<file path="config.mk">
export PLATFORM = sky130hd
export DESIGN_NAME = dcc_bit_decoder_flat
export DESIGN_NICKNAME = d
export VERILOG_FILES = /design/src/rtl/dcc_bit_if.sv /design/src/rtl/dcc_bit_decoder.sv /design/src/flat_wrapper.sv
export SDC_FILE = /design/constraint.sdc
export NUM_CORES = 1
export LEC_CHECK = 0
export ABC_CLOCK_PERIOD_IN_PS = 5000
export CORE_ASPECT_RATIO = 1.25
export CORE_UTILIZATION = 60
export CTS_BUF_LIST = sky130_fd_sc_hd__clkbuf_4
export DETAILED_ROUTE_END_ITERATION = 8
export GPL_TIMING_DRIVEN = 0
export PLACE_DENSITY = 0.82
export SLEW_MARGIN = 30
export SYNTH_ARGS = -nofsm -noshare
export SYNTH_HDL_FRONTEND = slang
export SYNTH_SLANG_ARGS = --single-unit
</file>
<file path="constraint.sdc">
create_clock -name dcc_clk -period 5 [get_ports dcc_clk]
set_clock_uncertainty 0.1 [all_clocks]
set_input_delay 0.75 -clock dcc_clk [delete_from_list [all_inputs] [get_ports dcc_clk]]
set_output_delay 0.75 -clock dcc_clk [all_outputs]
set_load 0.02 [all_outputs]
</file>
<file path="src/rtl/dcc_bit_if.sv">
// -----------------------------------------------------------------------------
// dcc_bit_if
// Connects a raw DCC track waveform to the bit decoder and carries the decoded
// bit stream back out.
//   dcc_in       : raw DCC waveform, asynchronous to the decoder clock
//   bit_out      : decoded bit value, meaningful while bit_valid is high
//   bit_valid    : one-cycle strobe, a new bit has been decoded
//   bit_error    : one-cycle strobe, framing or timing error
//   preamble_det : level, high while the run of "1" bits reaches the preamble length
// The master modport drives the line (track model or pin wrapper); the slave
// modport is the decoder.
// -----------------------------------------------------------------------------
interface dcc_bit_if;
    logic dcc_in;
    logic bit_out;
    logic bit_valid;
    logic bit_error;
    logic preamble_det;

    modport master (
        output dcc_in,
        input  bit_out,
        input  bit_valid,
        input  bit_error,
        input  preamble_det
    );

    modport slave (
        input  dcc_in,
        output bit_out,
        output bit_valid,
        output bit_error,
        output preamble_det
    );
endinterface

</file>
<file path="src/rtl/dcc_bit_decoder.sv">
// -----------------------------------------------------------------------------
// dcc_bit_decoder
// Receive side of the DCC bit layer. Oversamples the track waveform on dcc_clk,
// measures every half-period in clock cycles, classifies halves as "1" or "0",
// pairs a low half with the following high half into a bit, and strobes the
// decoded bit out. Framing and timing errors are strobed on bit_error, and a
// run of consecutive "1" bits raises preamble_det.
// Ports:
//   dcc_clk : sampling clock
//   reset   : asynchronous, active-high reset
//   bus     : dcc_bit_if slave (dcc_in in; bit_out, bit_valid, bit_error,
//             preamble_det out; all outputs registered)
// -----------------------------------------------------------------------------
module dcc_bit_decoder #(
    parameter int CNT_W        = 8,
    parameter int ONE_MIN      = 6,
    parameter int ONE_MAX      = 10,
    parameter int ZERO_MIN     = 13,
    parameter int ZERO_MAX     = 20,
    parameter int TIMEOUT      = 64,
    parameter int PREAMBLE_MIN = 10
) (
    input  logic     dcc_clk,
    input  logic     reset,
    dcc_bit_if.slave bus
);

    localparam logic [CNT_W-1:0] ONE_MIN_C  = CNT_W'(ONE_MIN);
    localparam logic [CNT_W-1:0] ONE_MAX_C  = CNT_W'(ONE_MAX);
    localparam logic [CNT_W-1:0] ZERO_MIN_C = CNT_W'(ZERO_MIN);
    localparam logic [CNT_W-1:0] ZERO_MAX_C = CNT_W'(ZERO_MAX);
    localparam logic [CNT_W-1:0] TIMEOUT_C  = CNT_W'(TIMEOUT);
    localparam logic [CNT_W-1:0] CNT_ONE    = CNT_W'(1);
    localparam logic [CNT_W-1:0] CNT_MAX    = '1;
    localparam logic [3:0]       RUN_MAX    = 4'hF;
    localparam logic [3:0]       PRE_MIN_C  = 4'(PREAMBLE_MIN);

    typedef enum logic [1:0] {
        HUNT      = 2'd0,
        LOW_HALF  = 2'd1,
        HIGH_HALF = 2'd2
    } state_t;

    typedef enum logic [1:0] {
        HC_BAD  = 2'd0,
        HC_ONE  = 2'd1,
        HC_ZERO = 2'd2
    } half_class_t;

    // Synchronizer and edge detect
    logic s1, s2, s3;
    logic edge_det, rise, fall;

    // Half-period measurement
    logic [CNT_W-1:0] half_cnt;
    half_class_t      half_class;

    // FSM and bit assembly
    state_t     state, state_nxt;
    logic       stored_one, stored_one_nxt;
    logic [3:0] run_cnt, run_nxt;

    // Registered outputs
    logic bit_out_q,   bit_out_nxt;
    logic bit_valid_q, bit_valid_nxt;
    logic bit_error_q, bit_error_nxt;
    logic preamble_q,  preamble_nxt;

    // s1/s2 form the two-flop synchronizer; s3 is the previous synchronized
    // sample, so an edge is seen exactly once, in the cycle s2 changes.
    // NOTE: state registers use non-blocking assignments so every flop samples
    // the pre-edge value of its sources, independent of statement order.
    always_ff @(posedge dcc_clk or posedge reset) begin
        if (reset) begin
            s1 <= 1'b0;
            s2 <= 1'b0;
            s3 <= 1'b0;
        end else begin
            s1 <= bus.dcc_in;
            s2 <= s1;
            s3 <= s2;
        end
    end

    assign edge_det = s2 ^ s3;
    assign rise     = edge_det & s2;
    assign fall     = edge_det & ~s2;

    // Counter reads as the distance to the previous edge when the next edge is
    // detected. It saturates so a dead line never wraps into a valid length.
    always_ff @(posedge dcc_clk or posedge reset) begin
        if (reset) begin
            half_cnt <= '0;
        end else if (edge_det) begin
            half_cnt <= CNT_ONE;
        end else if (half_cnt != CNT_MAX) begin
            half_cnt <= half_cnt + CNT_ONE;
        end
    end

    always_comb begin
        if (half_cnt >= ONE_MIN_C && half_cnt <= ONE_MAX_C) begin
            half_class = HC_ONE;
        end else if (half_cnt >= ZERO_MIN_C && half_cnt <= ZERO_MAX_C) begin
            half_class = HC_ZERO;
        end else begin
            half_class = HC_BAD;
        end
    end

    always_ff @(posedge dcc_clk or posedge reset) begin
        if (reset) begin
            state       <= HUNT;
            stored_one  <= 1'b0;
            run_cnt     <= '0;
            bit_out_q   <= 1'b0;
            bit_valid_q <= 1'b0;
            bit_error_q <= 1'b0;
            preamble_q  <= 1'b0;
        end else begin
            state       <= state_nxt;
            stored_one  <= stored_one_nxt;
            run_cnt     <= run_nxt;
            bit_out_q   <= bit_out_nxt;
            bit_valid_q <= bit_valid_nxt;
            bit_error_q <= bit_error_nxt;
            preamble_q  <= preamble_nxt;
        end
    end

    // NOTE: every signal assigned here gets a default first, so no path can
    // leave one unassigned and infer a latch.
    always_comb begin
        state_nxt      = state;
        stored_one_nxt = stored_one;
        run_nxt        = run_cnt;
        bit_out_nxt    = bit_out_q;
        bit_valid_nxt  = 1'b0;
        bit_error_nxt  = 1'b0;
        preamble_nxt   = preamble_q;

        case (state)
            HUNT: begin
                // Every bit starts on a falling edge; a rise here is noise
                // or the line settling, and there is no timeout while hunting.
                if (fall) begin
                    state_nxt = LOW_HALF;
                end
            end

            LOW_HALF: begin
                if (rise) begin
                    if (half_class == HC_BAD) begin
                        bit_error_nxt = 1'b1;
                        state_nxt     = HUNT;
                    end else begin
                        stored_one_nxt = (half_class == HC_ONE);
                        state_nxt      = HIGH_HALF;
                    end
                end else if (half_cnt == TIMEOUT_C) begin
                    bit_error_nxt = 1'b1;
                    state_nxt     = HUNT;
                end
            end

            HIGH_HALF: begin
                if (fall) begin
                    // This fall closes the current bit and opens the next one,
                    // so the FSM stays framed even when the bit is rejected.
                    state_nxt = LOW_HALF;
                    if (half_class != HC_BAD &&
                        (half_class == HC_ONE) == stored_one) begin
                        bit_valid_nxt = 1'b1;
                        bit_out_nxt   = stored_one;
                    end else begin
                        bit_error_nxt = 1'b1;
                    end
                end else if (half_cnt == TIMEOUT_C) begin
                    bit_error_nxt = 1'b1;
                    state_nxt     = HUNT;
                end
            end

            default: begin
                state_nxt = HUNT;
            end
        endcase

        // Run length and preamble flag change only together with a strobe.
        if (bit_valid_nxt && bit_out_nxt) begin
            if (run_cnt != RUN_MAX) begin
                run_nxt = run_cnt + 4'd1;
            end
        end else if (bit_valid_nxt || bit_error_nxt) begin
            run_nxt = '0;
        end

        if (bit_valid_nxt || bit_error_nxt) begin
            preamble_nxt = (run_nxt >= PRE_MIN_C);
        end
    end

    assign bus.bit_out      = bit_out_q;
    assign bus.bit_valid    = bit_valid_q;
    assign bus.bit_error    = bit_error_q;
    assign bus.preamble_det = preamble_q;

endmodule

</file>
<file path="src/flat_wrapper.sv">
// flat-port wrapper written by rule: the top's interface ports become plain ports
module dcc_bit_decoder_flat 
#(
    parameter int CNT_W        = 8,
    parameter int ONE_MIN      = 6,
    parameter int ONE_MAX      = 10,
    parameter int ZERO_MIN     = 13,
    parameter int ZERO_MAX     = 20,
    parameter int TIMEOUT      = 64,
    parameter int PREAMBLE_MIN = 10
)
  (dcc_clk, reset, bus_dcc_in, bus_bit_out, bus_bit_valid, bus_bit_error, bus_preamble_det);
  dcc_bit_if bus_i ();
  input  logic dcc_clk;
  input  logic reset;
  input wire logic [$bits(bus_i.dcc_in)-1:0] bus_dcc_in;
  output wire logic [$bits(bus_i.bit_out)-1:0] bus_bit_out;
  output wire logic [$bits(bus_i.bit_valid)-1:0] bus_bit_valid;
  output wire logic [$bits(bus_i.bit_error)-1:0] bus_bit_error;
  output wire logic [$bits(bus_i.preamble_det)-1:0] bus_preamble_det;
  assign bus_i.dcc_in = bus_dcc_in;
  assign bus_bit_out = bus_i.bit_out;
  assign bus_bit_valid = bus_i.bit_valid;
  assign bus_bit_error = bus_i.bit_error;
  assign bus_preamble_det = bus_i.preamble_det;
  dcc_bit_decoder #(.CNT_W(CNT_W), .ONE_MIN(ONE_MIN), .ONE_MAX(ONE_MAX), .ZERO_MIN(ZERO_MIN), .ZERO_MAX(ZERO_MAX), .TIMEOUT(TIMEOUT), .PREAMBLE_MIN(PREAMBLE_MIN)) u_core (.dcc_clk(dcc_clk), .reset(reset), .bus(bus_i));
endmodule
</file>
==> results of run 1 <==
==> per-stage QoR <==
stage	area (µm²)	utilization	power [mW]
6_report	1540	0.698	0.419
5_1_grt	1540	0.698	0.444
4_1_cts	1540	0.698	0.420
3_5_place_dp	1520	0.686	0.341
3_3_place_gp	1520	0.686	0.332
2_1_floorplan	1420	-	0.309
==> cell usage in the layout, fill, tap and decap left out, types with 4 or more instances in the layout <==
| cell | n |
|---|---|
| clkdlybuf4s50_1 | 6 |
| nor2b_1 | 4 |
| o21ai_0 | 5 |
| nand2_1 | 15 |
| nand3_1 | 4 |
| inv_1 | 14 |
| dfrtp_1 | 22 |
| a21oi_1 | 6 |
| o31ai_2 | 4 |
| nor2_1 | 13 |
| ha_1 | 11 |
==> routing by layer <==
layer	share of wire	vias to the layer above
li1	-	550
met1	0.42	535
met2	0.52	37
met3	0.034	10
met4	0.030	0
met5	0	-
==> power by group through the flow <==
stage          logic [mW]  clock network (mW)  registers, mW
6_report            0.121              0.0799          0.218
5_1_grt             0.133              0.0903          0.221
4_1_cts             0.120              0.0824          0.218
3_5_place_dp        0.119                   0          0.221
3_3_place_gp        0.113                   0          0.219
2_1_floorplan      0.0916                   0          0.217
==> sequential cells by signal (all words and copies together) (netlist names) <==
register / count
u_core.run_cnt: 4
u_core.bus.bit_out: 1
u_core.bus.bit_valid: 1
u_core.s1: 1
u_core.bus.bit_error: 1
u_core.stored_one: 1
u_core.s2: 1
u_core.s3: 1
u_core.state: 2
u_core.half_cnt: 8
u_core.bus.preamble_det: 1
==> kinds of logic after synthesis <==
family                   synth area share
buffers and inverters              0.0441
AND/OR/NAND/NOR                     0.202
XOR/XNOR                           0.0247
multiplexers                      0.00794
AO/OA/AOI/OAI                       0.236
flip-flops                          0.388
adder cells (fa/ha/maj)            0.0970
==> cell type report <==
class | instances | area (µm²)
sequential | 22 | 551
inverter | 14 | 52.6
fill | 173 | 667
clock inverter | 1 | 3.75
buffer | 2 | 10.0
multi-input combinational | 110 | 806
tap | 31 | 38.8
clock buffer | 3 | 22.5
timing repair buffer | 6 | 60.1
==> how the worst max path moves through the flow <==
stage / startpoint / end / slack [ns]
floorplan: u_core.half_cnt[0]$_DFFE_PP0P_ / u_core.bus.preamble_det$_DFFE_PP0P_ / 3.15
global placement: u_core.half_cnt[0]$_DFFE_PP0P_ / u_core.bus.preamble_det$_DFFE_PP0P_ / 2.98
detailed placement: u_core.half_cnt[0]$_DFFE_PP0P_ / u_core.bus.preamble_det$_DFFE_PP0P_ / 2.93
CTS: u_core.bus.bit_out$_DFF_PP0_ / bus_bit_out / 2.84
global route: u_core.half_cnt[0]$_DFFE_PP0P_ / u_core.bus.preamble_det$_DFFE_PP0P_ / 2.75
finish: u_core.bus.bit_out$_DFF_PP0_ / bus_bit_out / 2.85
==> results_dict.tcl, run 1 <==
set metrics [dict create \
    outcome "finished, final reports clean" \
    place_inst 185 \
    path_depth 1 \
    grt_use_met3 0.0225 \
    cts_buffer_depth 2 \
    htreeDepth 1 \
    start_util 0.642 \
    power.switching_uw 145 \
    clock-sinks 22 \
    grt_antenna_before_repair 0 \
    postCtsSetupRepairBufs 0 \
    globalRouteMet2Util 0.400 \
    drive_gt1_frac 0.120 \
    grt_overflow 0 \
    synth_top_area_share 0.388 \
    critPathKind "reg -> out" \
    endpoint_kind "primary output" \
    grt_start_max_net_pins 23 \
    rsz0062_at_grt "false" \
    whs_ns 0.263 \
    clockPowerShare 0.190 \
    die_area_um2 2560 \
    drt_iter0_drc 37 \
    yosysSeqAreaShare 0.388 \
    p_int_uw 274 \
    busiest_layer "met2" \
    maxCapViolations 0 \
    avgSynthCellArea_um2 9.59 \
    cp.arrival_ns 1.30 \
    hold_end "u_core.s2$_DFF_PP0_" \
    clk_pin_slew_ns 0.12 \
    max_slew_margin 0.458 \
    max_freq_ghz 0.464 \
    critPathMaxFanout 3 \
    async_reset_ff_frac 1.00 \
    clk_latency_ns 0.31 \
    reg2reg_to "u_core.bus.preamble_det$_DFFE_PP0P_" \
    worst_pin_slew_ns 0.811 \
    worst_slack_ns 2.85 \
    reg2reg_depth 7 \
    cts_root_buffer "clkbuf_4" \
    timing.rr.start "u_core.half_cnt[0]$_DFFE_PP0P_" \
    finalNonFillerCells 189 \
    synthTopCellsByArea "dfrtp_1 39%, ha_1 9.7%, nand2_1 4.0%, inv_1 3.7%, o31ai_2 3.5%" \
    synth_seq_cells 22 \
    synth_common_cells "22 x dfrtp_1, 15 x nand2_1, 14 x inv_1, 13 x nor2_1, 11 x ha_1" \
    gp_congestion 0.852 \
    holdCritPathClass "reg -> reg" \
    rows 19 \
    synth_cells 148 \
    dr.pass1.iters 8 \
    drc_errors 0 \
    dpl.hpwl_mm 2.02 \
    io_pins 7 \
    min_period_over_period 0.431 \
    cts_resized 0 \
    wl_per_cell_um 14.0 \
    netlist_area_um2 1420 \
    synth_most_common_cell "dfrtp_1" \
    ys.flop_type "dfrtp_1" \
    max_stage_delay_ns 0.61 \
    n_antenna_cell 0 \
    ir_worst_vdd_uv 223 \
    synth-edff-count 0 \
    cts_hold_buf 0 \
    grtUsageTotal 0.236 \
    detail_route.vias_per_cell 5.99 \
    cp_slowest_cell "clkdlybuf4s50_1" \
    pre_cts_slack_ns 2.93 \
    yosysUniqueCellTypes 48 \
    path_buf_inv 1 \
    setup_viol 0 \
    die_w_um 45.5 \
    nets 173 \
    crit_family "buffers and inverters" \
    cts_tree "yes" \
    seqPwrFrac 0.521 \
    finalCriticalPeriod_ns 2.15 \
    worstPathCellList "clkdlybuf4s50_1" \
    crit_required_ns 4.15 \
    core_area_um2 2210 \
    finalWirelength_mm 2.65 \
    p_leak_nw 0.652 \
    grt_pass1_wl_mm 4.47 \
    synth_fp_nets 162 \
    io_buffers 6 \
    grt_use_met1 0.269 \
    fp.dieH_um 56.4 \
    min_path_cells 0 \
    r2r_slack_ns 2.90 \
    combPwrFrac 0.289 \
    drv_slew 0 \
    num_vias 1132 \
    crit_path_start_kind "register" \
    yosys_warnings 0 \
    cts_buffers 3 \
    setup_tns_ns 0 \
    grt_pass1_vias 1085 \
    power_density_nw_per_um2 272 \
    syn2layout_area_growth_pct 8.82 \
    min-delay-start "u_core.s1$_DFF_PP0_" \
    power.share.switching 0.346 \
    synth_top_cell_by_area "dfrtp_1" \
    ant_nets 0 \
    hold_violations 0 \
]
Note: power is estimated with default switching activity, not from simulation.
==> run 2, diff against run 1 <==
ABC_CLOCK_PERIOD_IN_PS = 2000   (was 5000)
clock period = 2 ns   (was 5 ns; I/O delays follow)
==> run 2 against run 1 <==
Compared with the run above:
- first-iteration DRC count up 14%
- highest routed layer unchanged
- non-clock buffer count grew 7
- combinational power rose to 2.9 times the previous value
- clock power grew to 2.6 times the previous value
- sequential power rose by 150%
- critical path type is now reg -> reg
- utilization increased by 3.4 points
==> results_dict.tcl, run 2 (same netlist as run 1, synthesis figures left out) <==
set metrics [dict create \
    rows 19 \
    clock-sinks 22 \
    met3_length_um 115 \
    nets 180 \
    io_pins 7 \
    cts_root_buffer "clkbuf_4" \
    cts_buffer_depth 2 \
    final_cell_mix "20 x dfrtp_1, 15 x nand2_1, 14 x inv_1, 13 x nor2_1, 11 x ha_1" \
    ant_nets 0 \
    dr.pass1.iters 4 \
    drc_errors 0 \
    core_area_um2 2210 \
    finalCriticalPeriod_ns 1.92 \
    hold_end "u_core.s2$_DFF_PP0_" \
    top_register "u_core.half_cnt" \
    critPathMaxFanout 7 \
    top_layer "met4" \
    wl_met1_mm 1.18 \
    grt_overflow 0 \
    die_area_um2 2560 \
    grt_antenna_before_repair 0 \
    detail_route.vias_per_cell 6.10 \
    hold_violations 0 \
    setup_viol 0 \
    reg2reg_to "u_core.bus.preamble_det$_DFFE_PP0P_" \
    drt_iter0_drc 42 \
    grt_pass1_vias 1111 \
    dpl.hpwl_mm 2.02 \
    min-delay-start "u_core.s1$_DFF_PP0_" \
    crit_path_start_kind "register" \
    max_freq_ghz 0.521 \
    gp_congestion 0.852 \
    start_util 0.642 \
    crit_required_ns 2.12 \
    power_density_nw_per_um2 677 \
    n_antenna_cell 0 \
    finalWirelength_mm 2.88 \
    cp.arrival_ns 2.04 \
    drv_slew 0 \
    clk_pin_slew_ns 0.12 \
    rsz0062_at_grt "false" \
    utilization 0.732 \
    holdCritPathClass "reg -> reg" \
    die_w_um 45.5 \
    grtUsageTotal 0.246 \
    p_leak_nw 0.686 \
    num_vias 1196 \
    wl_per_cell_um 14.7 \
    io_buffers 6 \
    clk_latency_ns 0.31 \
    ir_worst_vdd_uv 617 \
    whs_ns 0.264 \
    cts_buffers 3 \
    syn2layout_area_growth_pct 14.1 \
    fp.dieH_um 56.4 \
    timing.rr.start "u_core.half_cnt[5]$_DFFE_PP0P_" \
    outcome "finished, final reports clean" \
    r2r_slack_ns 0.08 \
    mostFrequentLayoutCell "dfrtp_1" \
    routed-wl-met2_mm 1.49 \
    largestRegisters "u_core.half_cnt x8, u_core.run_cnt x4, u_core.state x2" \
    endpoint_kind "register" \
    grt_start_max_net_pins 23 \
    htreeDepth 1 \
    grt_pass1_wl_mm 4.63 \
    reg2reg_depth 5 \
    maxCapViolations 0 \
    max_slew_margin 0.456 \
    cts_tree "yes" \
    drive_gt1_frac 0.194 \
    largest_reg_flops 8 \
    min_path_cells 0 \
    worst_pin_slew_ns 0.815 \
    min_period_over_period 0.960 \
    critPathKind "reg -> reg" \
]
[run 2: worst max path at each step]
stage	depth (start not counted)	start	end	slack (ns)
global route	5	u_core.half_cnt[5]$_DFFE_PP0P_	u_core.bus.preamble_det$_DFFE_PP0P_	0.003
floorplan	7	u_core.half_cnt[0]$_DFFE_PP0P_	u_core.bus.preamble_det$_DFFE_PP0P_	0.15
finish	5	u_core.half_cnt[5]$_DFFE_PP0P_	u_core.bus.preamble_det$_DFFE_PP0P_	0.08
global placement	7	u_core.half_cnt[0]$_DFFE_PP0P_	u_core.bus.preamble_det$_DFFE_PP0P_	-0.02
detailed placement	7	u_core.half_cnt[0]$_DFFE_PP0P_	u_core.bus.preamble_det$_DFFE_PP0P_	-0.07
CTS	7	u_core.half_cnt[0]$_DFFE_PP0P_	u_core.bus.preamble_det$_DFFE_PP0P_	0.03
[run 2: worst max-delay path, stage by stage (launching register included)]
cell and delay [ns]:
dfrtp_2 0.47, or3_4 0.42, nor2_2 0.17, a221oi_2 0.10
o31a_4 0.34, o31ai_2 0.23
[run 2: layer usage]
metal  vias to the layer above  GRT usage
met3                        16     0.0257
met1                       565      0.273
met4                         0      0.156
met2                        48      0.422
met5                         -          0
li1                        567          -
[run 2: layout make-up]
type / count / area (µm²)
plain buffers: 2 / 10.0
clock buffers: 3 / 22.5
clock inverters: 1 / 3.75
fillers: 165 / 592
inverters: 14 / 52.6
multi-input cells: 110 / 826
flip-flops and latches: 22 / 553
well taps: 31 / 38.8
repair buffers: 13 / 113
[run 2: repair_timing]
| item | 4_1_cts | 5_1_grt |
|---|---|---|
| buffers inserted | 5 | 2 |
| resized for setup | 2 | 5 |
| endpoints found under the hold margin | 0 | 0 |
| hold buffers | 0 | 0 |
| endpoints found under the setup margin | 5 | 7 |
| pin swaps | 1 | 2 |
[run 2: power breakdown]
part	switching (mW)	total, mW	leakage (nW)	internal, mW
Combinational	0.197	0.348	0.380	0.151
Clock	0.135	0.208	0.0154	0.0730
Sequential	0.0532	0.540	0.290	0.487
[run 2: metrics by stage]
stage / setup TNS [ns] / total power, mW / area, µm² / worst slack [ns] / cells
floorplan: 0 / 0.773 / 1420 / 0.154 / 148
global placement: -0.0163 / 0.829 / 1520 / -0.0163 / 185
detailed placement: -0.258 / 0.851 / 1520 / -0.0654 / 185
CTS: 0 / 1.08 / 1590 / 0.0300 / 194
global route: 0 / 1.15 / 1620 / 0.00285 / 196
finish: 0 / 1.10 / 1620 / 0.0802 / 196
==> RTL change 1, RTL diff (flow settings as in run 2) <==
Encoding of `state_t`: now one-hot (3 bits for 3 states).
--- a/src/rtl/dcc_bit_decoder.sv
+++ b/src/rtl/dcc_bit_decoder.sv
@@ -35,10 +35,10 @@
     localparam logic [3:0]       RUN_MAX    = 4'hF;
     localparam logic [3:0]       PRE_MIN_C  = 4'(PREAMBLE_MIN);
 
-    typedef enum logic [1:0] {
-        HUNT      = 2'd0,
-        LOW_HALF  = 2'd1,
-        HIGH_HALF = 2'd2
+    typedef enum logic [2:0] {
+        HUNT      = 3'b001,
+        LOW_HALF  = 3'b010,
+        HIGH_HALF = 3'b100
     } state_t;
 
     typedef enum logic [1:0] {
Formal check against the unedited RTL: no difference found for any inputs over 10 cycles, from zero or initial values and one cycle with reset high; not proved beyond that.
==> RTL change 1 against run 2 <==
The flow now finishes with violations (negative setup slack). Critical path depth grew 2. Final area down 2.3%. Power decreased by 15%. Sequential cell count rose by 1. Setup slack got worse by 0.11 ns. Largest power group unchanged. Largest cell class unchanged. Fmax is 5.6% lower. Synthesized area fell by 4.2%. Final cell count decreased by 5.6%. Sequential share of layout area up 2.4 points. Highest routed layer unchanged. Combinational power fell by 43%. Wire length down 3.4%. Clock power rose by 8%.
==> RTL change 1: results (changes against run 2) <==
metric;value;unit;change
met3 Track Usage GR;0.0392;;+0.0135
GR Util All Layers;0.232;;-0.0142
Worst-Margin Slew;0.573;ns;-0.243 ns
Nets;166;;-7.8%
reg2reg path depth;7;;+2
Static Leak;0.688;nW;+0.35%
DR WL met2;1510;um;+1.7%
worst hold slack;0.203;ns;-0.0614 ns
Clock buf/inv share;0.0174;;+0.00118
delay-heaviest family, CP;simple AND/OR/NAND/NOR gates;;
DP Area;1460;um^2;-4.0%
met3 WL;45;um;-61%
Sum Neg Setup Slack;-0.0427;ns;-0.0427 ns
placed wire-length estimate;1870;um;-7.5%
Hold Path Class;primary input to asynchronous set/reset pin;;
Worst EP arrival;2.18;ns;+0.14 ns
syn nets;149;;-8.0%
largest net degree at the start of global routing;24;;+4.3%
Setup WS pre-CTS;-0.0843;ns;-0.0188 ns
design area;1580;um^2;-2.3%
failing checks;negative setup slack;;
grt met2 use;0.410;;-0.0128
Synth cell types;46;;-4.2%
setup violators final;2;;+2
slowest cell on the critical path;dfrtp_1;;
comb_multi_in;103;;-6.4%
clk buf depth;2;;unchanged
Worst-Skew Late Latency;0.31;ns;about the same
Synth Instances;139;;-6.1%
share of layout cells above drive strength 1;0.252;;+0.0577
Inserted Diodes;0;;unchanged
Layout non-clock buf frac;0.0854;;+0.00971
Filler Cells Inserted;144;;-13%
RePlAce Congestion;0.910;;+6.8%
Post-synth top cells;22 x dfrtp_1, 11 x nand2_1, 10 x inv_1;;
via-per-instance ratio;5.85;;-4.2%
VDD IR-drop max;525;uV;-15%
WL met1;1180;um;+0.34%
post-synthesis sequential area ratio;0.424;;+0.0365
Placed Instances;175;;-5.4%
Final WS setup;-0.0339;ns;-0.114 ns
Area contributors post-synth;dfrtp_1 41%, ha_1 6.4%, nand2_1 3.0%, nand3_1 2.9%, inv_1 2.8%;;
Inverters excl. clock;10;;-4
multi-input logic portion of the cell area;0.484;;-0.0259
global-route wire length before repair;4360;um;-5.8%
final wirelength;2780;um;-3.4%
Largest regs;u_core.half_cnt (8), u_core.run_cnt (4), u_core.state (3);;
Layout Utilization;0.772;;+0.0394
run status;complete, but fails checks;;
CP startpoint;u_core.s2;;
Critical Path Fanout Max;6;;-1
sequential standard cell area;578;um^2;+4.5%
clock slew at reported path FFs;0.14;ns;+0.02 ns
max incr delay on CP;0.43;ns;-0.04 ns
initial antenna violation count;0;;unchanged
met1 Usage GRT;0.274;;about the same
clk sink count;23;;+4.5%
-- RTL change 1: kinds of logic (layout without fill, tap and decap cells) --
| kind of cell | count (synthesis) | count (layout) | share of synthesized area |
|---|---|---|---|
| adder cells (fa/ha/maj) | 7 | 7 | 0.0645 |
| XOR/XNOR | 3 | 3 | 0.0193 |
| AO/OA/AOI/OAI | 34 | 34 | 0.187 |
| buffers and inverters | 13 | 29 | 0.0497 |
| AND/OR/NAND/NOR | 57 | 57 | 0.240 |
| flip-flops | 23 | 23 | 0.424 |
| multiplexers | 2 | 2 | 0.0147 |
-- RTL change 1: what timing repair did --
action | 4_1_cts | 5_1_grt
pin swaps | 0 | 8
gates resized for setup | 1 | 14
buffers inserted | 3 | 3
endpoints found under the setup margin | 5 | 6
-- RTL change 1: where the power goes --
group	switching, mW	total (mW)	internal, mW
clock	0.149	0.224	0.0747
sequential	0.0179	0.506	0.488
combinational	0.114	0.198	0.0846
==> RTL change 2, RTL diff (config.mk and constraints of run 2) <==
Made on the original files. `CNT_W` is set to 8 in 2 places; all go to 6.
--- a/src/rtl/dcc_bit_decoder.sv
+++ b/src/rtl/dcc_bit_decoder.sv
@@ -12,7 +12,7 @@
 //             preamble_det out; all outputs registered)
 // -----------------------------------------------------------------------------
 module dcc_bit_decoder #(
-    parameter int CNT_W        = 8,
+    parameter int CNT_W        = 6,
     parameter int ONE_MIN      = 6,
     parameter int ONE_MAX      = 10,
     parameter int ZERO_MIN     = 13,
--- a/src/flat_wrapper.sv
+++ b/src/flat_wrapper.sv
@@ -1,7 +1,7 @@
 // flat-port wrapper written by rule: the top's interface ports become plain ports
 module dcc_bit_decoder_flat 
 #(
-    parameter int CNT_W        = 8,
+    parameter int CNT_W        = 6,
     parameter int ONE_MIN      = 6,
     parameter int ONE_MAX      = 10,
     parameter int ZERO_MIN     = 13,
Check against the original RTL: same outputs for any inputs over 10 cycles, from zero or initial values and one cycle with reset high; that may be too few to reach the edited logic, so the function may still have changed.
==> RTL change 2 against run 2 <==
Final cell count shrank 12%. The flow now finishes with violations (design-rule violations). Combinational power grew 12%. Largest cell class unchanged. Highest routed layer unchanged. Critical endpoint is now u_core.run_cnt[0]. Final area down 7.6%. Count of clock-buffer cells in the layout unchanged. Sequential cell count fell by 2. Synthesized area down 9.4%. Wire length is 20% lower. Setup slack better by 0.048 ns. Sequential share of layout area down 0.63 points. Power grew 9.7%.
==> RTL change 2: results (changes against run 2) <==
metric;value;unit;change
run status;complete, but fails checks;;
failing checks;design-rule violations;;
global-route wire length before repair;4000;um;-14%
drt pass-1 iters;6;;+2
clk buf depth;2;;unchanged
reg2reg setup slack;0.13;ns;+0.05 ns
Inserted Diodes;0;;unchanged
Hold Path Class;flip-flop to flip-flop;;
Nets;168;;-6.7%
1st-iter DRT viols;25;;-40%
Fin. Hold Viols;0;;unchanged
I/O Buffers;6;;unchanged
post-synthesis sequential area ratio;0.389;;+0.00148
hold path depth;0;;unchanged
clk root buf;clkbuf_4;;
syn nets;154;;-4.9%
via-per-instance ratio;5.96;;-2.3%
Largest regs;u_core.half_cnt (6), u_core.run_cnt (4), u_core.state (2);;
Synth cell types;41;;-15%
ys async rst share;1.00;;unchanged
Worst EP arrival;1.97;ns;-0.07 ns
Setup WS pre-CTS;-0.0687;ns;-0.00330 ns
clock slew at reported path FFs;0.11;ns;
initial antenna violation count;0;;unchanged
floorplan core area;2000;um^2;-9.3%
R2R Path End;u_core.run_cnt[0];;
htree depth;1;;unchanged
Static Leak;0.678;nW;-1.2%
reg2reg path depth;7;;+2
GR Util All Layers;0.231;;-0.0153
WHS Endpoint;u_core.s2;;
synth warn;0;;unchanged
Post-synth top cells;20 x dfrtp_1, 14 x inv_1, 13 x nand2_1, 13 x nor2_1;;
# DRC;2;;+2
Filler Cells Inserted;132;;-20%
placed wire-length estimate;1680;um;-17%
largest net degree at the start of global routing;21;;-8.7%
VDD IR-drop max;671;uV;+8.7%
final wirelength;2300;um;-20%
RePlAce Congestion;0.837;;-1.8%
Critical Path Fanout Max;6;;-1
Worst-Skew Late Latency;0.30;ns;
share of layout cells above drive strength 1;0.176;;-0.0175
vias in the first global route;966;;-13%
Area contributors post-synth;dfrtp_1 39%, ha_1 11%, o21ai_0 4.3%, inv_1 4.1%, nand2_1 3.8%;;
CTS Buf Count;3;;unchanged
CP startpoint;u_core.half_cnt[0];;
hold_sp;u_core.s1;;
Rel. slew slack;0.503;;+0.0472
==> RTL change 2: changes by cell type in the layout (fill, tap and decap cells not counted), moves of 3 or more <==
cell,delta
o31ai_2,-4
nand2_1,-3
buf_4,-4
o21ai_0,+6
==> RTL change 2: metal layers <==
metal	GRT usage	vias up	wire (um)
met4	0.125	0	21
met2	0.414	11	1260
met3	0.0201	4	32
li1	-	513	-
met1	0.273	503	984
met5	0	-	0
==> RTL change 2: critical path, stage by stage (launching register included) <==
cell	delay [ns]
dfrtp_2	0.44
inv_1	0.08
ha_1	0.24
nand2b_1	0.16
a22oi_2	0.21
o2111ai_1	0.21
a2bb2oi_4	0.24
o21ai_1	0.08
==> RTL change 2: cells by family (layout without fill, tap and decap cells) <==
logic type,Yosys count,after routing,share of synthesized area
simple gates,55,55,0.240
compound gates,35,35,0.193
flops,20,20,0.389
buf+inv,17,30,0.0574
fa+ha+maj,11,11,0.107
xor+xnor,2,2,0.0136
==> RTL change 2: final cells by class <==
class	count	area, um^2	area share
Buffer	3	21.3	0.0142
Clock buffer	3	22.5	0.0151
Clock inverter	1	30.0	0.0201
Inverter	14	52.6	0.0351
Multi-Input combinational cell	103	761	0.508
Sequential cell	20	502	0.335
Tap cell	20	25.0	0.0167
Timing Repair Buffer	9	82.6	0.0552
==> RTL change 2: how the worst max path moves through the flow <==
stage                              endpoint  slack, ns  cells past startpoint
final                     u_core.run_cnt[0]       0.13                      7
after global routing      u_core.run_cnt[3]       0.02                      7
after CTS                 u_core.run_cnt[2]       0.01                      7
after detailed placement  u_core.run_cnt[3]      -0.07                      7
after global placement    u_core.run_cnt[0]      -0.03                      7
after floorplan           u_core.run_cnt[3]       0.14                      7
==> RTL change 2: metrics by stage <==
stage	hold slack, ns	util	area, um^2	cells
after CTS	0.274	0.720	1440	172
after floorplan	0.164	-	1280	140
after global routing	0.277	0.747	1500	173
after global placement	0.244	0.684	1370	166
final	0.271	0.747	1500	173
after detailed placement	0.236	0.684	1370	166
==> RTL change 2: power by group <==
group          internal, mW  total [mW]  switching [mW]
Combinational         0.182       0.389           0.207
Clock                 0.203       0.328           0.125
Sequential            0.447       0.486          0.0384
==> RTL change 2: what timing repair did <==
item / in CTS / in global routing
pin swaps: 2 / 2
resized for setup: 3 / 6
hold endpoints to repair: 0 / 0
buffers inserted: 2 / 1
endpoints found under the setup margin: 5 / 5
